**src/rtl/bus8_ac_event_timer.sv**
```systemverilog
// Bus-programmable event timer: each channel times a start level from the autoclear
// block and returns a one-cycle done pulse, or records an abort if the start drops early.
//
//   state   | meaning
//   --------+------------------------------------------------------------
//   ST_IDLE | waiting for a rising edge on i_AC_Start[ch]
//   ST_RUN  | counting CNT[ch] down on prescale ticks toward done
module bus8_ac_event_timer #(
   parameter int NUM_CH = 2
) (
   input  logic              i_Bus_Clk,
   input  logic              i_Bus_Rst_L,
   input  logic              i_Bus_CS,
   input  logic              i_Bus_Wr_Rd_n,
   input  logic [2:0]        i_Bus_Addr8,
   input  logic [7:0]        i_Bus_Wr_Data,
   output logic [7:0]        o_Bus_Rd_Data,
   output logic              o_Bus_Rd_DV,
   input  logic [NUM_CH-1:0] i_AC_Start,
   output logic [NUM_CH-1:0] o_AC_Done
);

   typedef enum logic {ST_IDLE = 1'b0, ST_RUN = 1'b1} state_t;

   logic [7:0]        r_Dur [NUM_CH];
   logic [7:0]        r_Prescale;
   logic [7:0]        r_Presc_Cnt;
   logic [NUM_CH-1:0] r_Abort_Hist;
   logic [NUM_CH-1:0] r_Start_Q;
   logic [7:0]        r_Rd_Data;
   logic              r_Rd_DV;

   logic [NUM_CH-1:0] w_Run;
   logic [NUM_CH-1:0] w_Done;
   logic [NUM_CH-1:0] w_Abort_Set;
   logic              w_Wr;
   logic              w_Rd;
   logic              w_Presc_Wr;
   logic              w_Hist_Clr;
   logic              w_Tick;
   logic [7:0]        w_Run8;
   logic [7:0]        w_Hist8;
   logic [7:0]        w_Rd_Mux;

   assign w_Wr       = i_Bus_CS & i_Bus_Wr_Rd_n;
   assign w_Rd       = i_Bus_CS & ~i_Bus_Wr_Rd_n;
   assign w_Presc_Wr = w_Wr && (i_Bus_Addr8 == 3'd5);
   assign w_Hist_Clr = w_Rd && (i_Bus_Addr8 == 3'd6);
   assign w_Tick     = (r_Presc_Cnt == r_Prescale);

   always_ff @(posedge i_Bus_Clk or negedge i_Bus_Rst_L) begin
      if (!i_Bus_Rst_L) begin
         for (int i = 0; i < NUM_CH; i++) r_Dur[i] <= '0;
         r_Prescale <= '0;
      end else if (w_Wr) begin
         for (int i = 0; i < NUM_CH; i++)
            if (i_Bus_Addr8 == 3'(i)) r_Dur[i] <= i_Bus_Wr_Data;
         if (i_Bus_Addr8 == 3'd5) r_Prescale <= i_Bus_Wr_Data;
      end
   end

   // A PRESCALE write realigns the tick phase to the write.
   always_ff @(posedge i_Bus_Clk or negedge i_Bus_Rst_L) begin
      if (!i_Bus_Rst_L)    r_Presc_Cnt <= '0;
      else if (w_Presc_Wr) r_Presc_Cnt <= '0;
      else if (w_Tick)     r_Presc_Cnt <= '0;
      else                 r_Presc_Cnt <= r_Presc_Cnt + 8'd1;
   end

   always_ff @(posedge i_Bus_Clk or negedge i_Bus_Rst_L) begin
      if (!i_Bus_Rst_L) begin
         r_Start_Q    <= '0;
         r_Abort_Hist <= '0;
      end else begin
         r_Start_Q    <= i_AC_Start;
         r_Abort_Hist <= (w_Hist_Clr ? '0 : r_Abort_Hist) | w_Abort_Set;
      end
   end

   always_comb begin
      w_Run8                = '0;
      w_Run8[NUM_CH-1:0]    = w_Run;
      w_Hist8               = '0;
      w_Hist8[NUM_CH-1:0]   = r_Abort_Hist;
      w_Rd_Mux              = '0;
      case (i_Bus_Addr8)
         3'd4:    w_Rd_Mux = w_Run8;
         3'd5:    w_Rd_Mux = r_Prescale;
         3'd6:    w_Rd_Mux = w_Hist8;
         default: begin
            for (int i = 0; i < NUM_CH; i++)
               if (i_Bus_Addr8 == 3'(i)) w_Rd_Mux = r_Dur[i];
         end
      endcase
   end

   always_ff @(posedge i_Bus_Clk or negedge i_Bus_Rst_L) begin
      if (!i_Bus_Rst_L) begin
         r_Rd_DV   <= 1'b0;
         r_Rd_Data <= '0;
      end else begin
         r_Rd_DV   <= w_Rd;
         r_Rd_Data <= w_Rd ? w_Rd_Mux : 8'h00;
      end
   end

   for (genvar g = 0; g < NUM_CH; g++) begin : g_ch
      state_t     r_State;
      state_t     w_State_Nxt;
      logic [7:0] r_Cnt;
      logic [7:0] w_Cnt_Nxt;
      logic       r_Done;
      logic       w_Done_Nxt;
      logic       w_Abort;
      logic       w_Rise;
      logic       w_Fall;

      assign w_Rise = i_AC_Start[g] & ~r_Start_Q[g];
      assign w_Fall = ~i_AC_Start[g] & r_Start_Q[g];

      always_ff @(posedge i_Bus_Clk or negedge i_Bus_Rst_L) begin
         if (!i_Bus_Rst_L) begin
            r_State <= ST_IDLE;
            r_Cnt   <= '0;
            r_Done  <= 1'b0;
         end else begin
            r_State <= w_State_Nxt;
            r_Cnt   <= w_Cnt_Nxt;
            r_Done  <= w_Done_Nxt;
         end
      end

      // Abort is checked before the terminal count so a simultaneous stop suppresses done.
      always_comb begin
         w_State_Nxt = r_State;
         w_Cnt_Nxt   = r_Cnt;
         w_Done_Nxt  = 1'b0;
         w_Abort     = 1'b0;
         case (r_State)
            ST_IDLE: begin
               if (w_Rise) begin
                  if (r_Dur[g] != 8'd0) begin
                     w_Cnt_Nxt   = r_Dur[g];
                     w_State_Nxt = ST_RUN;
                  end else begin
                     w_Done_Nxt  = 1'b1;
                  end
               end
            end
            ST_RUN: begin
               if (w_Fall) begin
                  w_Abort     = 1'b1;
                  w_State_Nxt = ST_IDLE;
               end else if (w_Tick) begin
                  w_Cnt_Nxt = r_Cnt - 8'd1;
                  if (r_Cnt == 8'd1) begin
                     w_Done_Nxt  = 1'b1;
                     w_State_Nxt = ST_IDLE;
                  end
               end
            end
            default: w_State_Nxt = ST_IDLE;
         endcase
      end

      assign w_Run[g]       = (r_State == ST_RUN);
      assign w_Done[g]      = r_Done;
      assign w_Abort_Set[g] = w_Abort;
   end

   assign o_AC_Done     = w_Done;
   assign o_Bus_Rd_Data = r_Rd_Data;
   assign o_Bus_Rd_DV   = r_Rd_DV;

endmodule

```
**config.mk**
```make
export PLATFORM = sky130hd
export DESIGN_NAME = bus8_ac_event_timer
export DESIGN_NICKNAME = d
export VERILOG_FILES = /design/src/rtl/bus8_ac_event_timer.sv
export SDC_FILE = /design/constraint.sdc
export NUM_CORES = 1
export LEC_CHECK = 0
export CAP_MARGIN = 10
export CORE_MARGIN = 2
export CORE_UTILIZATION = 50
export CTS_CLUSTER_SIZE = 25
export DETAILED_ROUTE_END_ITERATION = 10
export PLACE_DENSITY = 0.8
export SYNTH_ARGS = -nofsm -noshare
export SYNTH_HDL_FRONTEND = slang
export SYNTH_SLANG_ARGS = --single-unit
```
**constraint.sdc**
```tcl
create_clock -name i_Bus_Clk -period 1.9 [get_ports i_Bus_Clk]
set_input_delay 0.38 -clock i_Bus_Clk [delete_from_list [all_inputs] [get_ports i_Bus_Clk]]
set_output_delay 0.38 -clock i_Bus_Clk [all_outputs]
set_load 0.01 [all_outputs]
```
### Word-level counts from Yosys, hierarchy flattened

Index checks and enable logic that the tools add are counted.

| operators by class | value |
|---|---|
| $add $sub $neg | 3 |
| equality and inequality tests | 15 |
| muxes and demuxes | 45 |
| bitwise operators | 14 |
| reduce and logical (&&, ||, !) cells | 10 |

Operator list:

| operator | number |
|---|---|
| 2-to-1 mux 8 bit | 13 |
| one-hot mux 8 bit (2 select lines) | 2 |
| 2-to-1 mux 1 bit | 24 |
| one-hot mux 8 bit (3 select lines) | 1 |
| == test 8 x 1 -> 1 bit (second input constant) | 2 |
| inequality test 2 bit (second input constant) | 8 |
| nonzero test 8 bit | 2 |
| subtractor 8 x 1 -> 8 bit (second input constant) | 2 |
| == test 3 bit (second input constant) | 3 |
| adder 8 x 1 -> 8 bit (second input constant) | 1 |
| == test 8 bit | 1 |
| one-hot mux 1 bit (2 select lines) | 4 |
| AND reduction 4 bit | 2 |
| NOT 1 bit | 7 |
| bitwise AND 1 bit | 6 |
| AND reduction 2 bit | 3 |
| == test 3 x 1 -> 1 bit (second input constant) | 1 |
| zero test 3 bit | 1 |
| logical AND 1 bit | 2 |
| 2-to-1 mux 2 bit | 1 |
| OR 2 bit | 1 |

| storage, ports and cells | value |
|---|---|
| flip-flop bits (word level) | 65 |
| output and inout bits | 11 |

### Longest topological paths before layout

| logic depth | value |
|---|---|
| word-level depth | 5 |
| depth in mapped cells | 6 |
| depth with buffers taken out | 6 |

### Least setup slack after synthesis

OpenSTA, ideal clock, no wires.

| timing path | value |
|---|---|
| path type | register -> register |
| from | register r_Dur[10] in the netlist's numbering |
| to | register g_ch[0].r_Cnt[2] |
| library setup time | 101 ps |
| data arrival time | 1690 ps |
| data required time | 1799 ps |
| path slack | 109 ps |
| cell stages (with the launch flop) | 5 |
| path buffers | 0 |
| period minus slack after synthesis | 1791 ps |
| cell sequence | dfrtp_1 > or4_4 > o21ai_2 > mux2_2 > nor4_1 |

| on the way | value |
|---|---|
| word-level cells in the longest chain between the ends | 3 |
| elaborated cells on any way between the ends | 6 |
| classes of those cells | eq/ne: 1; mux: 3; reduce/logical: 2 |

RTL lines:

| item | line | source |
|---|---|---|
| start: declaration | 25 | `logic [7:0] r_Dur [NUM_CH];` |
| start signal: indexed assignment | 57 | `if (i_Bus_Addr8 == 3'(i)) r_Dur[i] <= i_Bus_Wr_Data;` |
| nonzero test 8 bit / 2-to-1 mux 8 bit (equally long branches) | 142 | `if (r_Dur[g] != 8'd0) begin` |
| inequality test 2 bit (no source line) / 2-to-1 mux 8 bit (equally long branches) | n/a |  |
| AND reduction 4 bit (no source line) / one-hot mux 8 bit (2 select lines) (equally long branches) | n/a |  |
| end signal: assignment | 128 | `r_Cnt <= w_Cnt_Nxt;` |
| end: declaration | 110 | `logic [7:0] r_Cnt;` |

Parallel ways exist; a longest one is shown, timed or not. The select of a mux whose other input is x is not followed.
A chain may end at the register's enable or synchronous reset.

### Final worst setup path

| timing path | value |
|---|---|
| from | register r_Dur[11] in the netlist's numbering |
| to | register g_ch[0].r_Cnt[2] |

| on the way | value |
|---|---|
| word-level cells in the longest chain between the ends | 3 |

RTL lines:

| item | line |
|---|---|
| nonzero test 8 bit | 142 |
| inequality test 2 bit (no source line) | n/a |
| AND reduction 4 bit (no source line) | n/a |

No other way between the ends.

==> results.md <==
* Outcome: finished clean
* Hold crit path type: in2async
* Vias in the first global route at roughly 2800
* Largest cells by area after synthesis: dfrtp_1 46%, mux2_2 8.0%, mux2i_1 2.8%
* Critical Path RT at approximately 2100 ps
* PortBufs at 27
* Total GRT Usage at about a quarter
* Routed Antenna Nets at 0
* Setup Fix Bufs, Post-CTS at 0
* Vias after detailed routing at roughly 2900
* Worst slew pin tran at around 570 ps
* Slowest cell on crit path: or4_4
* Worst slew margin at about 60%
* Leak at around 1.8 nW
* Top-level I/O count at 28
* Count of max-cap constraint violations at 0
* R2R setup slack at around 34 ps
* Tot Pwr at approximately 5.6 mW
* Synth top area share at between 40% and 50%
* Area leader, netlist: dfrtp_1
* #FFs+latches synth at 65
* Cell internal pwr at 3.41 mW
* Syn_area_per_cell at around 11 um^2
* Die H at approximately 88 um
* Full die area at approximately 7700 um^2
* Final HPWL DP at 6350 um
* Netlist Area Pre-Place at approximately 3500 um^2
* FFs w/ async S/R, synth at 100%
* Top cells by instance count after synthesis: 65 x dfrtp_1, 25 x mux2_2, 19 x nor2_1
* Synthesized instance count at 328
* Placement Rows at 30
* Antenna cells at 0
* Top_reg_cell synth: dfrtp_1
* Final worst-path cycle share at 98.2%
* PD cells at 1260 nW/um^2
* Most common cell in the netlist: dfrtp_1
* Final core occ at 64.9%
* FF-to-FF End: g_ch[0].r_Cnt[2]
* Unique masters post-synth at 58
* Worst path max stage delay at approximately 580 ps
* VDD IR-drop max at 583 uV
* Post-route DRC at 0
* Syn nets at between 300 and 400
* WP data arrival at 2110 ps
* EDFF count, synth at 0
* Register area share after synthesis at a little under half
* Worst Path Max Fanout at 4
* Crit. End Element: flop
* FF-to-FF Start: r_Dur[11]
* PnR worst setup slack at between 30 and 40 ps
* Initial Util at roughly half
* CTS root buf: clkbuf_8
* Critical path, cell by cell: or4_4, o21ai_4, mux2_4, nor4_2
* Worst skew pair latency at between 300 and 400 ps
* Sequential power share at 39.2%
* Switching portion of total power at about two fifths
* Core footprint at between 6000 and 7000 um^2
* Critical path class: reg2reg
* Fillers at 501
* Worst hold margin at just under 500 ps
* H-tree levels at 3
* Via density at 5.92
* First-pass iteration count of the detailed router at 4
* First-pass GRT wire length at between 10000 and 15000 um
* Maximum root-to-sink buffer count at 2
* WL/cell at 17.7 um
* Cts bufs inserted at 9
* Area grow syn2layout at 25.4%
* Switching pwr at between 2 and 2.5 mW
* Die X at about 90 um
* Final setup viols at 0
* Clock sinks at 65
* Clock share of power at between 20% and 30%
* Comb pwr share at 40.0%
* Final slew viol count at 0
* Number of antenna violations at the first check in global routing at 0
* WL final at between 8000 and 9000 um
* Startpoint types: flop
* Pre-CTS setup slack at -120 ps
* TritonCTS clock tree: yes
* CTS clk-pin slew, worst paths at around 70 ps
* Peak Freq at ~540 MHz
* Share of layout cells above drive strength 1 at a little over a quarter
* Final #Nets at a little over 400
* Worst r2r path cells at 4
* Final Hold Vio Count at 0
* Drt initial violations at ~200
* Largest net degree at the start of global routing at 31
* Synthesis Warnings at 0
* Grt total ovfl at 0
* Period minus WS final at 1870 ps
* Post-route clock skew at roughly 12 ps
* Final GP Congestion at around 0.87
critical path, delay by kind of cell, from the launching register on:
kind,cells,cell delay [ps]
AND/OR/NAND/NOR,2,830
flip-flops,1,380
multiplexers,1,330
AO/OA/AOI/OAI,1,230
placed cells by master (no fill, tap or decap), types with 5 or more instances in the layout:
master and instances:
a211oi_1 10, a21oi_1 14, a311oi_1 7, buf_4 39, clkbuf_8 10, clkdlybuf4s50_1 26
dfrtp_1 65, ha_1 5, inv_1 8, mux2_2 24, mux2i_1 10, nand2_1 14
nand3_1 10, nand4_1 5, nor2_1 19, nor3_1 18, nor4_2 6, o21ai_0 13
xnor2_1 9
logic make-up (layout without fill, tap and decap cells):
kind of cell               after synthesis  in the layout  share of synthesized area [%]
DFF                                     65             65                           46.2
adders and majority gates                5              5                           1.78
AOI/OAI and AO/OA                       72             72                           14.4
and+or+nand+nor                        110            110                           19.4
buffers and inverters                   26             94                           3.38
muxes                                   36             36                           11.3
xor gates and xnor gates                14             14                           3.49
how the worst max path moves through the flow:
stage                       start               end  cells past startpoint
CTS                     r_Dur[14]  g_ch[0].r_Cnt[2]                      4
global placement    i_AC_Start[1]  g_ch[1].r_Cnt[2]                      5
global route            r_Dur[11]  g_ch[0].r_Cnt[2]                      4
detailed placement  i_AC_Start[1]  g_ch[1].r_Cnt[2]                      5
finish                  r_Dur[11]  g_ch[0].r_Cnt[2]                      4
floorplan               r_Dur[10]  g_ch[0].r_Cnt[2]                      4
per-layer routing:
metal	vias to the layer above	track usage [%]	share of wire [%]
li1	1362	-	-
met1	1456	32.2	44
met2	73	37.8	49
met3	20	4.62	4.4
met4	0	9.23	2.1
met5	-	0	0
power by group through the flow:
stage / clock [mW] / sequential, mW / combinational [mW]
floorplan: 0 / 2.09 / 1.42
global placement: 0 / 2.16 / 2.00
detailed placement: 0 / 2.18 / 2.06
CTS: 1.17 / 2.16 / 2.09
global route: 1.24 / 2.23 / 2.42
finish: 1.16 / 2.18 / 2.22
layout make-up:
class	count	area (um^2)	share of cell area, %
tap	96	120	2.72
multi-input combinational	237	1830	41.4
sequential	65	1630	36.9
timing repair buffer	69	608	13.8
inverter	10	37.5	0.851
clock buffer	10	138	3.12
clock inverter	5	56.3	1.28
state kept, by name, indices dropped and copies added (netlist names), 8 cells and up:
signal / flops
g_ch.r_Cnt: 16
r_Dur: 16
r_Prescale: 8
r_Presc_Cnt: 8
o_Bus_Rd_Data: 8
timing repair:
action,4_1_cts,5_1_grt
gates resized for setup,0,10
endpoints found under the setup margin,0,7
hold buffers,1,0
hold endpoints to repair,13,0
metrics by stage:
step                      TNS [ps]  std cells  instance area, um^2
after floorplan                  0        328                 3520
after global placement        -150        476                 4150
after detailed placement      -564        476                 4150
after CTS                        0        492                 4360
after global routing         -52.7        492                 4410
final                            0        492                 4410
Power figures use the tool's default switching activity.
